**src/rtl/ama_riscv_writeback_pkg.sv**
```systemverilog
// Shared write-back codes and the MEM/WB pipeline register layout.
// Pure declarations; no timing, no flow control.
package ama_riscv_writeback_pkg;

   localparam logic [1:0] WB_SEL_ALU = 2'd0;
   localparam logic [1:0] WB_SEL_MEM = 2'd1;
   localparam logic [1:0] WB_SEL_PC4 = 2'd2;

   localparam logic [2:0] LOAD_LB  = 3'b000;
   localparam logic [2:0] LOAD_LH  = 3'b001;
   localparam logic [2:0] LOAD_LW  = 3'b010;
   localparam logic [2:0] LOAD_LBU = 3'b100;
   localparam logic [2:0] LOAD_LHU = 3'b101;

   localparam logic [4:0] RF_X0 = 5'd0;

   typedef struct packed {
      logic        valid;
      logic        rd_we;
      logic [4:0]  rd_addr;
      logic [1:0]  sel;
      logic [2:0]  funct3;
      logic [31:0] alu;
      logic [31:0] pc;
   } wb_reg_t;

endpackage

```
**src/rtl/ama_riscv_load_align.sv**
```systemverilog
// Load byte/half/word extraction and sign/zero extension; purely combinational.
// Zero latency; no flow control.
module ama_riscv_load_align
   import ama_riscv_writeback_pkg::*;
(
   input  logic [2:0]  funct3,
   input  logic [1:0]  offset,
   input  logic [31:0] rdata,
   output logic [31:0] data,
   output logic        misaligned
);

   logic [7:0]  byte_sel;
   logic [15:0] half_sel;

   always_comb begin
      byte_sel = rdata[7:0];
      case (offset)
         2'd1:    byte_sel = rdata[15:8];
         2'd2:    byte_sel = rdata[23:16];
         2'd3:    byte_sel = rdata[31:24];
         default: byte_sel = rdata[7:0];
      endcase
      half_sel = offset[1] ? rdata[31:16] : rdata[15:0];
   end

   always_comb begin
      data       = '0;
      misaligned = 1'b0;
      case (funct3)
         LOAD_LB:  data = {{24{byte_sel[7]}}, byte_sel};
         LOAD_LBU: data = {24'h0, byte_sel};
         LOAD_LH: begin
            data       = {{16{half_sel[15]}}, half_sel};
            misaligned = offset[0];
         end
         LOAD_LHU: begin
            data       = {16'h0, half_sel};
            misaligned = offset[0];
         end
         LOAD_LW: begin
            data       = rdata;
            misaligned = (offset != 2'd0);
         end
         default: data = '0;
      endcase
   end

endmodule

```
**src/rtl/ama_riscv_writeback.sv**
```systemverilog
// MEM/WB register, load alignment and write-back select driving the RF write port and bypass.
// One cycle from mem_* capture to rf_*; stall holds WB and freezes load data. Optional AMA_RISCV_WB_INSTRET_EN.
module ama_riscv_writeback
   import ama_riscv_writeback_pkg::*;
#(
   parameter int          XLEN     = 32,
   parameter logic [31:0] RESET_PC = 32'h0000_0000
)(
   input  logic            clk,
   input  logic            rst_n,
   input  logic            stall,
   input  logic            flush,
   input  logic            mem_valid,
   input  logic            mem_rd_we,
   input  logic [4:0]      mem_rd_addr,
   input  logic [1:0]      mem_wb_sel,
   input  logic [2:0]      mem_funct3,
   input  logic [XLEN-1:0] mem_alu_out,
   input  logic [XLEN-1:0] mem_pc,
   input  logic [XLEN-1:0] dmem_rdata,
   output logic            rf_we,
   output logic [4:0]      rf_addr_d,
   output logic [XLEN-1:0] rf_data_d,
   output logic            load_misaligned,
   output logic [63:0]     instret
);

   wb_reg_t     wb_q;
   logic        hold_valid;
   logic [31:0] hold_data;
   logic [31:0] load_rdata;
   logic [31:0] load_data;
   logic        load_mis_raw;
   logic        wb_is_load;

   always_ff @(posedge clk or negedge rst_n) begin
      if (!rst_n) begin
         wb_q    <= '0;
         wb_q.pc <= RESET_PC;
      end else if (flush) begin
         wb_q    <= '0;
         wb_q.pc <= RESET_PC;
      end else if (!stall) begin
         wb_q <= '{valid: mem_valid, rd_we: mem_rd_we, rd_addr: mem_rd_addr,
                   sel: mem_wb_sel, funct3: mem_funct3, alu: mem_alu_out, pc: mem_pc};
      end
   end

   assign wb_is_load = wb_q.valid & (wb_q.sel == WB_SEL_MEM);

   // Synchronous dmem only presents data in the first WB cycle; freeze it across a stall.
   always_ff @(posedge clk or negedge rst_n) begin
      if (!rst_n) begin
         hold_valid <= 1'b0;
         hold_data  <= '0;
      end else if (flush || !stall) begin
         hold_valid <= 1'b0;
         hold_data  <= '0;
      end else if (wb_is_load && !hold_valid) begin
         hold_valid <= 1'b1;
         hold_data  <= dmem_rdata;
      end
   end

   assign load_rdata = hold_valid ? hold_data : dmem_rdata;

   ama_riscv_load_align u_load_align (
      .funct3     (wb_q.funct3),
      .offset     (wb_q.alu[1:0]),
      .rdata      (load_rdata),
      .data       (load_data),
      .misaligned (load_mis_raw)
   );

   assign load_misaligned = wb_is_load & load_mis_raw;

   always_comb begin
      rf_data_d = '0;
      case (wb_q.sel)
         WB_SEL_ALU: rf_data_d = wb_q.alu;
         WB_SEL_MEM: rf_data_d = load_data;
         WB_SEL_PC4: rf_data_d = wb_q.pc + 32'd4;
         default:    rf_data_d = '0;
      endcase
   end

   assign rf_we     = wb_q.valid & wb_q.rd_we & (wb_q.rd_addr != RF_X0) & ~load_misaligned;
   assign rf_addr_d = wb_q.rd_addr;

`ifdef AMA_RISCV_WB_INSTRET_EN
   logic [63:0] instret_q;

   always_ff @(posedge clk or negedge rst_n) begin
      if (!rst_n)
         instret_q <= '0;
      else if (wb_q.valid && !stall && !flush)
         instret_q <= instret_q + 64'd1;
   end

   assign instret = instret_q;
`else
   assign instret = 64'h0;
`endif

endmodule
```
**config.mk**
```make
export PLATFORM = sky130hd
export DESIGN_NAME = ama_riscv_writeback
export DESIGN_NICKNAME = d
export VERILOG_FILES = /design/src/rtl/ama_riscv_writeback_pkg.sv /design/src/rtl/ama_riscv_load_align.sv /design/src/rtl/ama_riscv_writeback.sv
export SDC_FILE = /design/constraint.sdc
export NUM_CORES = 1
export LEC_CHECK = 0
export CAP_MARGIN = 20
export CORE_ASPECT_RATIO = 0.9
export CORE_UTILIZATION = 45
export DETAILED_ROUTE_END_ITERATION = 10
export PLACE_DENSITY = 0.86
export SETUP_SLACK_MARGIN = 0.5
export SLEW_MARGIN = 20
export SYNTH_ARGS = -nofsm -noshare
export SYNTH_HDL_FRONTEND = slang
export SYNTH_HIERARCHICAL = 1
export SYNTH_SLANG_ARGS = --single-unit
```
**constraint.sdc**
```tcl
create_clock -name clk -period 3.9 [get_ports clk]
set_clock_uncertainty 0.05 [all_clocks]
set_input_delay 0.975 -clock clk [delete_from_list [all_inputs] [get_ports clk]]
set_output_delay 0.975 -clock clk [all_outputs]
set_load 0.02 [all_outputs]
```
==> run summary <==
status = complete, no violations
GRT Residual Overflow = 0
DRT iter0 DRCs = 553
row count = 43
Initial Utilization = 46.0%
syn avg cell area = 9.77 sq um
CTS tree = done
Post-Synth Simple-Gate Area = 12.1%
H-Tree Depth = 3
CP Cell Sequence = buf_6 -> mux2_4 -> mux2_4 -> a32oi_4 -> buf_6 -> a211oi_2 -> a22oi_1 -> o21ai_1 -> buf_4
number of flops mapped to enable cells by yosys = 0
endpoints failing hold = 0
Hold Path Class = flip-flop to flip-flop
DP Cell Count = 1051
Worst-Skew Late Latency = 0.36 ns
Area Growth Syn to Fin = 31.0%
setup TNS = 0 ns
adder-cell area share of the yosys netlist = 0.177%
largest net degree at the start of global routing = 77
Nets = 996
dpl hpwl = 14400 um
Final Wtd Congestion = 0.928
Remaining DRCs = 0
fin util = 60.3%
VDD IR max = 262 uV
critical path class = input port to primary output
clk slew on worst S/H paths = 0.07 ns
Hold EP = hold_data[6]$_DFFE_PN0P_
register area share after synthesis = 38.5%
Wirelength per Cell = 18.8 um
initial antenna violation count = 0
Post-Synth XOR/XNOR Area = 3.34%
hold_sp = hold_data[6]$_DFFE_PN0P_
Critical Path AT = 2.73 ns
via count = 6019
compound-cell area share of the yosys netlist = 11.7%
Leakage Power = 4.43 nW
width of the die = 134 um
FF+latch count, synth = 109
Bufs on Longest Clock Path = 2
YS warnings = 6
CTS sink count = 109
slowest stage delay, CP = 0.35 ns
Int Power = 1.97 mW
Num CTS Buffers = 9
Critical Path Fanout Max = 6
Cell Count, Final, Fillers Out = 1090
Reg-to-Reg End = hold_data[5]$_DFFE_PN0P_
Startpoint Class = input port
Multi-input gate area = 4080 sq um
ANT nets after route = 0
Critical R2R Launch = wb_q[68]$_DFFE_PN0N_
clock period minus worst slack = 3.75 ns
worst slew margin relative to its limit = 46.0%
Gate power share = 26.5%
Power Density = 312 nW/um^2
reg2reg path depth = 6
clock root buffer = clkbuf_16
switching share of total power = 31.8%
Final Setup Violations = 0
vias per inst = 5.52
commonest cells after routing, fill and taps aside = mux2i_1, dfrtp_1, nor2_1
# diodes = 0
DR pass1 iterations = 6
global-route wire length before repair = 31000 um
Core Region = 15400 sq um
highest clock rate = 0.267 GHz
GRT Overall Usage = 25.1%
PnR worst setup slack = 0.148 ns
Crit. End Element = primary output
Ports = 215
Top FF cell, synth = dfrtp_1
die area = 16200 sq um
RSZ-0062 raised after global routing = true
Clock power frac = 31.1%
mux cell area share after synthesis = 23.1%
most common cell after layout, fill and taps aside = mux2i_1
final WL = 20500 um
Reg area = 2730 sq um
Slew Limit Fails = 0
fin crit share = 96.2%
Gate Count Post-Synth = 725
Async SR Flop Fraction = 100%
share of layout cells above drive strength 1 = 23.2%
Net Sw Power = 0.923 mW
Worst-Margin Slew = 0.810 ns
CP Data Required Time = 2.87 ns
Cell Area, Synth = 7080 sq um
vias in the first global route = 5601
Max Cap Viol = 0
I/O Buffers = 150
pre-CTS WS = -0.554 ns
Distinct cells, synth = 43
Die Y = 121 um
slowest cell on the critical path = a32oi_4
Fillers = 1274
Register-to-Register Setup Slack = 1.79 ns
largest family of logic cells by synthesized area = multiplexers
Hold WS = 0.461 ns
sequential power share = 42.4%
Hold Path Cell Cnt = 1
# hold bufs at CTS = 0
what timing repair did:
item	4_1_cts	5_1_grt
endpoints found under the setup margin	34	34
cloned	1	0
resized for setup	249	76
buffers inserted	9	13
pin swaps	18	12
flip-flops by register name (all words and copies together), names as in the netlist:
register,flops
hold_data,32
wb_q,71
rf_addr_d,5
hold_valid,1
per-layer routing:
metal	part of all wire [%]	track usage (%)	wire length [um]	vias to the layer above
met5	0	0	0	-
met1	44	35.6	9120	2986
li1	-	-	-	2746
met2	47	39.2	9700	259
met4	1.8	7.65	367	0
met3	6.4	4.39	1320	28
cells by family (layout without fill, tap and decap cells):
kind of cell / after synthesis / count (layout)
AOI/OAI and AO/OA: 116 / 116
and+or+nand+nor: 187 / 187
DFF: 109 / 109
adders and majority gates: 1 / 1
buffers and inverters: 127 / 227
other: 1 / 64
xor gates and xnor gates: 27 / 27
muxes: 157 / 157
stage by stage:
| stage | cell area [sq um] | power [mW] |
|---|---|---|
| detailed placement | 8630 | 1.96 |
| CTS | 9030 | 2.88 |
| floorplan | 7360 | 1.69 |
| finish | 9280 | 2.90 |
| global placement | 8630 | 1.95 |
| global route | 9280 | 3.01 |
power groups by stage:
stage | Sequential [mW] | Clock [mW] | Combinational (mW)
finish | 1.23 | 0.901 | 0.766
global route | 1.24 | 0.959 | 0.816
CTS | 1.23 | 0.919 | 0.729
detailed placement | 1.25 | 0 | 0.710
global placement | 1.25 | 0 | 0.700
floorplan | 1.23 | 0 | 0.463
worst max-delay path: cells and delay by family:
family	cells	cell delay, ns
compound gates	4	0.71
mux	2	0.58
buf+inv	3	0.45
layout make-up:
type / count / share of cell area [%]
Sequential cell: 109 / 29.4
Inverter: 5 / 0.202
Clock buffer: 9 / 2.43
Tap cell: 202 / 2.72
Timing Repair Buffer: 206 / 20.6
Multi-Input combinational cell: 552 / 44.0
Clock inverter: 7 / 0.607
Yosys cell counts (2+ instances only):
| library cell | instances | area share, % |
|---|---|---|
| a211oi_1 | 16 | 1.7 |
| a22o_1 | 32 | 4.0 |
| a22oi_1 | 12 | 1.3 |
| and3_1 | 5 | 0.44 |
| and4_1 | 2 | 0.25 |
| buf_1 | 5 | 0.26 |
| buf_2 | 15 | 1.1 |
| buf_4 | 72 | 7.6 |
| buf_6 | 2 | 0.32 |
| clkbuf_1 | 28 | 1.5 |
| dfrtp_1 | 109 | 39 |
| inv_1 | 5 | 0.26 |
| mux2_2 | 46 | 7.3 |
| mux2_4 | 2 | 0.42 |
| mux2i_1 | 109 | 15 |
| nand2_1 | 44 | 2.3 |
| nand2b_1 | 3 | 0.26 |
| nand3_1 | 17 | 1.2 |
| nand4_1 | 9 | 0.79 |
| nor2_1 | 88 | 4.7 |
| nor2b_1 | 3 | 0.26 |
| nor3_1 | 3 | 0.21 |
| nor4_1 | 2 | 0.18 |
| o21ai_0 | 32 | 2.3 |
| o22ai_1 | 18 | 1.6 |
| or2_2 | 3 | 0.26 |
| or4_1 | 2 | 0.21 |
| xnor2_1 | 10 | 1.2 |
| xor2_1 | 17 | 2.1 |
worst max-delay path by stage:
stage	startpoint	endpoint	slack, ns	cells after the start
2_1_floorplan	dmem_rdata[15]	rf_data_d[17]	0.49	7
3_3_place_gp	dmem_rdata[15]	rf_data_d[20]	-0.54	9
3_5_place_dp	dmem_rdata[31]	rf_data_d[27]	-0.55	9
4_1_cts	dmem_rdata[15]	rf_data_d[27]	0.17	9
5_1_grt	dmem_rdata[15]	rf_data_d[27]	0.07	9
6_report	dmem_rdata[15]	rf_data_d[27]	0.15	9
Power figures use the tool's default switching activity.
